`src/rtl/fifo_burst_arbiter.sv`:
```
// fifo_burst_arbiter: round-robin burst scheduler draining channel FIFOs into a DDR write command/data port
//
// Ports:
//   rclk, rrst_n   DDR user clock, asynchronous active-low reset
//   ch_burst_rdy   per-channel "FIFO holds at least one burst" level
//   ch_rempty      per-channel fall-through FIFO empty flags
//   ch_rdata       per-channel FIFO read data, channel c at [c*DSIZE +: DSIZE]
//   ch_rinc        one-hot-or-zero FIFO pop strobes
//   ch_addr_rst    per-channel pulse returning the frame address to its base
//   cmd_*          write command (valid/ready, start word address, channel)
//   wr_*           write data (valid/ready, data)
//   busy           high whenever a burst is in progress
module fifo_burst_arbiter #(
    parameter int NCH         = 2,
    parameter int DSIZE       = 16,
    parameter int AW          = 28,
    parameter int BLEN        = 64,
    parameter int CH_STRIDE   = 2**22,
    parameter int FRAME_WORDS = 1280*720
) (
    input  logic                     rclk,
    input  logic                     rrst_n,
    input  logic [NCH-1:0]           ch_burst_rdy,
    input  logic [NCH-1:0]           ch_rempty,
    input  logic [NCH*DSIZE-1:0]     ch_rdata,
    output logic [NCH-1:0]           ch_rinc,
    input  logic [NCH-1:0]           ch_addr_rst,
    output logic                     cmd_valid,
    input  logic                     cmd_ready,
    output logic [AW-1:0]            cmd_addr,
    output logic [$clog2(NCH)-1:0]   cmd_ch,
    output logic                     wr_valid,
    input  logic                     wr_ready,
    output logic [DSIZE-1:0]         wr_data,
    output logic                     busy
);
    localparam int CW = $clog2(NCH);
    localparam int BW = $clog2(BLEN);

    typedef enum logic [1:0] {IDLE, CMD, DATA, DONE} state_t;

    state_t          state;
    logic [CW-1:0]   rr_ptr;
    logic [CW-1:0]   pick;
    logic [BW-1:0]   beat_cnt;
    logic [NCH-1:0]  pend;
    logic [AW-1:0]   addr [NCH];
    logic [AW-1:0]   bump [NCH];
    logic            beat;

    function automatic logic [AW-1:0] base(input int c);
        return AW'(c * CH_STRIDE);
    endfunction

    // Operand is always below 2*NCH, so one conditional subtract is a full modulo.
    function automatic logic [CW-1:0] wrap_idx(input int v);
        return CW'(v >= NCH ? v - NCH : v);
    endfunction

    // Scan downward so the request closest to rr_ptr is assigned last and wins.
    always_comb begin
        pick = rr_ptr;
        for (int i = NCH - 1; i >= 0; i--)
            if (ch_burst_rdy[wrap_idx(int'(rr_ptr) + i)])
                pick = wrap_idx(int'(rr_ptr) + i);
    end

    always_comb
        for (int c = 0; c < NCH; c++)
            bump[c] = (addr[c] + AW'(BLEN) == base(c) + AW'(FRAME_WORDS)) ? base(c) : addr[c] + AW'(BLEN);

    always_comb begin
        wr_valid = 1'b0;
        wr_data  = '0;
        ch_rinc  = '0;
        if (state == DATA) begin
            wr_valid = !ch_rempty[cmd_ch];
            for (int c = 0; c < NCH; c++)
                if (CW'(c) == cmd_ch)
                    wr_data = ch_rdata[c*DSIZE +: DSIZE];
            ch_rinc[cmd_ch] = wr_valid & wr_ready;
        end
    end

    assign beat = wr_valid & wr_ready;

    always_ff @(posedge rclk or negedge rrst_n) begin
        if (!rrst_n) begin
            state     <= IDLE;
            rr_ptr    <= '0;
            cmd_valid <= 1'b0;
            cmd_addr  <= '0;
            cmd_ch    <= '0;
            beat_cnt  <= '0;
            busy      <= 1'b0;
        end else begin
            case (state)
                IDLE: if (|ch_burst_rdy) begin
                    cmd_ch    <= pick;
                    // A frame-start pulse on the winner this cycle must already steer this burst.
                    cmd_addr  <= ch_addr_rst[pick] ? base(int'(pick)) : addr[pick];
                    cmd_valid <= 1'b1;
                    busy      <= 1'b1;
                    state     <= CMD;
                end
                CMD: if (cmd_ready) begin
                    cmd_valid <= 1'b0;
                    beat_cnt  <= '0;
                    state     <= DATA;
                end
                DATA: if (beat) begin
                    beat_cnt <= beat_cnt + 1'b1;
                    if (beat_cnt == BW'(BLEN - 1))
                        state <= DONE;
                end
                DONE: begin
                    rr_ptr <= wrap_idx(int'(cmd_ch) + 1);
                    busy   <= 1'b0;
                    state  <= IDLE;
                end
                default: state <= IDLE;
            endcase
        end
    end

    // A frame-start request on the channel being serviced is deferred to DONE so the
    // in-flight burst keeps its address and the post-burst increment does not overwrite it.
    always_ff @(posedge rclk or negedge rrst_n) begin
        if (!rrst_n) begin
            pend <= '0;
            for (int c = 0; c < NCH; c++)
                addr[c] <= base(c);
        end else begin
            for (int c = 0; c < NCH; c++) begin
                if (state == DONE && CW'(c) == cmd_ch) begin
                    addr[c] <= (pend[c] || ch_addr_rst[c]) ? base(c) : bump[c];
                    pend[c] <= 1'b0;
                end else if (ch_addr_rst[c]) begin
                    if (state == IDLE || CW'(c) != cmd_ch)
                        addr[c] <= base(c);
                    else
                        pend[c] <= 1'b1;
                end
            end
        end
    end
endmodule
```
`config.mk`:
```
export PLATFORM = sky130hd
export DESIGN_NAME = fifo_burst_arbiter
export DESIGN_NICKNAME = d
export VERILOG_FILES = /design/src/rtl/fifo_burst_arbiter.sv
export SDC_FILE = /design/constraint.sdc
export NUM_CORES = 1
export LEC_CHECK = 0
export ABC_AREA = 0
export BUFFER_PORTS_ARGS = -buffer_cell sky130_fd_sc_hd__buf_2
export CORE_AREA = 4 4 91 115
export CTS_CLUSTER_SIZE = 25
export DETAILED_ROUTE_END_ITERATION = 16
export DIE_AREA = 0 0 95 119
export PLACE_DENSITY = 0.8
export SYNTH_ARGS = -nofsm -noshare
export SYNTH_HDL_FRONTEND = slang
export SYNTH_SLANG_ARGS = --single-unit
```
`constraint.sdc`:
```
create_clock -name rclk -period 2.79 [get_ports rclk]
set_input_delay 0.837 -clock rclk [delete_from_list [all_inputs] [get_ports rclk]]
set_output_delay 0.837 -clock rclk [all_outputs]
set_load 0.005 [all_outputs]
```
# ---- After elaboration in Yosys (flattened, before gate mapping)
# Index checks and enable logic that the tools add are counted.
dict set report classes {
  n_bitwise 5
  reduce_logical 26
  muxes 51
  magnitude_cmp 9
  addsub 8
  eq_ne 12
}
# cell count
set op_table {}
lappend op_table {{two-way mux 28 bit} 14}
lappend op_table {{adder 28 x 7 -> 28 bit (second input constant)} 2}
lappend op_table {{two-way mux 16 bit} 2}
lappend op_table {{== test 28 x 20 -> 1 bit (second input constant)} 1}
lappend op_table {{== test 28 x 23 -> 1 bit (second input constant)} 1}
lappend op_table {{two-way mux 1 bit} 23}
lappend op_table {{nonzero test 2 bit} 7}
lappend op_table {{two-way mux 6 bit} 2}
lappend op_table {{one-hot mux 6 bit (2 select lines)} 1}
lappend op_table {{AND reduction 2 bit} 6}
lappend op_table {{two-way mux 2 bit} 5}
lappend op_table {{inequality test 2 bit (second input constant)} 5}
lappend op_table {{< comparator 1 x 2 -> 1 bit (second input constant)} 4}
lappend op_table {{one-hot mux 2 bit (4 select lines)} 1}
lappend op_table {{adder 6 x 1 -> 6 bit (second input constant)} 1}
lappend op_table {{== test 6 bit (second input constant)} 1}
lappend op_table {{greater-or-equal comparator 2 bit (second input constant)} 3}
lappend op_table {{AND reduction 3 bit} 2}
lappend op_table {{adder 1 x 1 -> 2 bit (second input constant)} 2}
lappend op_table {{== test 2 bit (second input constant)} 2}
lappend op_table {{logical OR 1 bit} 4}
lappend op_table {{one-hot mux 1 bit (2 select lines)} 2}
lappend op_table {{AND reduction 4 bit} 1}
lappend op_table {{logical AND 1 bit} 3}
lappend op_table {{13 further kinds} 16}
dict set report word_totals {
  out_inout_bits 50
  ff_bits 98
  in_bits 42
}

# ---- Logic depth before layout (Yosys ltp)
dict set report logic_depth {
  word_depth 12
  depth_mapped 9
  ltp_nobuf 8
}

# ---- Worst setup path before layout
# No wires, ideal clock.
dict set report synth_timing {
  path_type {flip-flop to flip-flop}
  start {reg addr[41] (netlist name)}
  end {reg addr[47] (netlist name)}
  setup_slack_ns 0.283
  arrival_ns 2.381
  stages_incl_launch_ff 9
  n_path_buf 1
  path_cell_list {dfrtp_1 -> buf_2 -> nand4_4 -> or4_4 -> or4_1 -> nand3_2 -> a41oi_4 -> and3_1 -> a221o_1}
}
dict set report synth_via {
  elab_chain_cells 5
}
# item line_no
set synth_lines {}
lappend synth_lines {{start: declaration} 47} ;# logic [AW-1:0] addr [NCH];
lappend synth_lines {{start signal: indexed assignment} 132} ;# addr[c] <= base(c);
lappend synth_lines {{start signal: indexed assignment} 136} ;# addr[c] <= (pend[c] || ch_addr_rst[c]) ? base(c) : bump[c];
lappend synth_lines {{start signal: indexed assignment} 140} ;# addr[c] <= base(c);
lappend synth_lines {{adder 28 x 7 -> 28 bit (*)} 70} ;# bump[c] = (addr[c] + AW'(BLEN) == base(c) + AW'(FRAME_WORDS)) ? base(c) : addr[c] + AW'(BLEN);
lappend synth_lines {{== test 28 x 20 -> 1 bit} 70}
lappend synth_lines {{two-way mux 28 bit (*)} 70}
lappend synth_lines {{two-way mux 28 bit (*)} 136}
lappend synth_lines {{two-way mux 28 bit (*)} 135} ;# if (state == DONE && CW'(c) == cmd_ch) begin
# Mark *: on every way between the ends. The rest lies on a longest branch, timed or not.
# A chain may end at the register's enable or synchronous reset.

# ---- Worst setup path after layout
dict set report layout_timing {
  start {reg addr[35] (netlist name)}
  end {reg addr[45] (netlist name)}
}
# Same word-level chain as after synthesis.

==> impl_metrics.tcl <==
set metrics [dict create \
    status "finished clean" \
    drt_drc_violations_left 0 \
    tightest_slew_ns 0.757 \
    drive_above_1_share 0.220 \
    critPathSlowestCell "or3_1" \
    final_cell_mix "o21ai_0, buf_2, dfrtp_1" \
    crit_family "simple AND/OR/NAND/NOR gates" \
    seq_area_frac_synth 0.387 \
    fillers 802 \
    crit_arrival_ns 2.90 \
    insertion_delay_ns 0.34 \
    async_flop_share 1.00 \
    power_mw 3.83 \
    routabilityCongestion 0.963 \
    cp_num_buf_inv 0 \
    totalWireLength_mm 14.6 \
    slew_headroom 0.495 \
    grt_max_degree 46 \
    numClockSinks 81 \
    synthFlopType "dfrtp_1" \
    htreeDepth 3 \
    vias 5175 \
    clkPwrFrac 0.290 \
    cpPeakStageDelay_ns 0.48 \
    track_usage 0.265 \
    hold_ws_ns 0.463 \
    setup_viol 0 \
    synthCells 625 \
    cts_tree "done" \
    drt_iter0_drc 284 \
    cp.required_ns 3.01 \
    slew_violations 0 \
    worstHoldPathType "input port to asynchronous set/reset pin" \
    cts-root-buf "clkbuf_16" \
    fin_crit_sh 0.960 \
    synth_edf_count 0 \
    std_cell_rows 40 \
    initial_utilization 0.557 \
    die_x_um 95 \
    cts-buffers-inserted 9 \
    finalHoldViolCount 0 \
    vdd_drop_max_mv 0.507 \
    combPwrFrac 0.340 \
    cp.depth 8 \
    clk_pin_slew_worst_paths_ns 0.06 \
    r2r_cells 8 \
    ant_nets 0 \
    pwr_density_cell_nw_per_um2 618 \
    seq_power_share 0.370 \
    worstSetupStartpointType "register" \
    grt_pass1_vias 4896 \
    cap_violations 0 \
    grt_pass1_wl_mm 24.0 \
    p_switching_mw 1.37 \
    intPower_mw 2.46 \
    fmax_mhz 373 \
    first_pass_iters 5 \
    instances_no_fill 840 \
    antenna_found_initial 0 \
    synth_area_um2 5240 \
    cts_hold_buf 0 \
    numPortBuffers 91 \
    die_h_um 119 \
    die_area_um2 11300 \
    cp_max_fo 9 \
    cp_cell_sequence "ha_1 -> nand3_1 -> or3_1 -> mux2i_1 -> a22oi_1 -> a41oi_4 -> and3_1 -> a221o_1" \
    syn_avg_cell_area_um2 8.38 \
    coreArea_um2 9410 \
    dpl.hpwl_mm 10.7 \
    leakage_nw 2.93 \
    avgViaCountPerCell 6.16 \
    dp_cells 822 \
    antenna_cells 0 \
    ios 92 \
    area_delta_synth_final_pct 18.3 \
    fin_nets 760 \
    cp-end-kind "register" \
    worstSetupPathType "register to register" \
    wire_per_inst_um 17.4 \
    cts_buffer_depth 2 \
    synth-warning-count 0 \
    grt-ovfl-total 0 \
    syn_nets 676 \
    ys_ff_latch 81 \
    period_minus_slack_ns 2.68 \
    yosys.cell_types.count 63 \
    switching_share 0.358 \
    skew_ns 0.00455 \
]
==> repair_timing <==
item	4_1_cts	5_1_grt
gates resized for setup	0	4
buffers inserted	0	2
setup endpoints to repair	0	14
==> state kept, by name, summed over array words and instances, names as in the netlist <==
register	cells
beat_cnt	6
state	2
cmd_addr	23
cmd_valid	1
rr_ptr	1
cmd_ch	1
pend	2
addr	44
busy	1
==> cells in the mapped netlist (7+ instances only) <==
cell type / n / share of area
nand2_1: 70 / 0.050
clkbuf_1: 37 / 0.027
nand2b_1: 7 / 0.0084
a21oi_1: 18 / 0.017
nor2_1: 55 / 0.039
inv_1: 14 / 0.010
mux2i_1: 46 / 0.088
and3_1: 14 / 0.017
and2_1: 9 / 0.011
o31ai_1: 8 / 0.011
buf_2: 8 / 0.0076
ha_1: 9 / 0.021
nor3_1: 19 / 0.018
a31oi_1: 10 / 0.012
nand3_1: 29 / 0.028
nand4_1: 14 / 0.017
o21ai_0: 90 / 0.086
dfrtp_1: 80 / 0.38
==> kinds of logic after synthesis <==
kind of cell,after synthesis,share of synthesized area
muxes,48,0.0922
AOI/OAI and AO/OA,162,0.191
buffers and inverters,68,0.0542
xor gates and xnor gates,7,0.0117
and+or+nand+nor,249,0.241
DFF,81,0.387
adders and majority gates,10,0.0234
==> worst register-to-register path, cell delays in order, from the launching register on <==
cell	delay (ns)
dfrtp_1	0.46
ha_1	0.26
nand3_1	0.18
or3_1	0.48
mux2i_1	0.15
a22oi_1	0.29
a41oi_4	0.24
and3_1	0.25
a221o_1	0.25
==> per-stage QoR <==
| step | setup TNS, ns | setup slack, ns | area, um2 | utilization |
|---|---|---|---|---|
| floorplan | 0 | 0.283 | 5240 | - |
| global placement | 0 | 0.138 | 5890 | 0.626 |
| detailed placement | 0 | 0.0447 | 5890 | 0.626 |
| CTS | 0 | 0.0366 | 6160 | 0.655 |
| global route | -0.0409 | -0.0233 | 6200 | 0.659 |
| finish | 0 | 0.112 | 6200 | 0.659 |
==> power groups by stage <==
| stage | sequential [mW] | combinational [mW] | clock [mW] |
|---|---|---|---|
| final | 1.42 | 1.30 | 1.11 |
| after global routing | 1.44 | 1.44 | 1.17 |
| after CTS | 1.42 | 1.29 | 1.12 |
| after detailed placement | 1.43 | 1.28 | 0 |
| after global placement | 1.42 | 1.22 | 0 |
| after floorplan | 1.39 | 0.888 | 0 |
==> final cells by class <==
type,count,area (um2),area share
multi-input combinational,476,2940,0.475
sequential,81,2030,0.327
timing repair buffer,126,733,0.118
clock buffer,13,260,0.0420
tap,126,158,0.0254
inverter,15,60.1,0.00969
clock inverter,3,15.0,0.00242
==> per-layer routing <==
| metal | wire length [um] | part of all wire | track usage |
|---|---|---|---|
| met5 | 0 | 0 | 0 |
| met4 | 468 | 0.032 | 0.112 |
| met1 | 5760 | 0.40 | 0.333 |
| met2 | 7560 | 0.52 | 0.447 |
| met3 | 788 | 0.054 | 0.0398 |
==> path summary, 6_finish.rpt <==
check | from | to | slack (ns)
setup / recovery | addr[35] | addr[45] | 0.11
hold / removal | rrst_n | cmd_addr[26] | 0.46
setup reg to reg | addr[35] | addr[45] | 0.11
hold reg to reg | cmd_addr[25] | cmd_addr[25] | 0.47
max in group asynchronous | rrst_n | addr[48] | 1.71
min in group rclk | cmd_addr[25] | cmd_addr[25] | 0.47
Power figures use the tool's default switching activity.
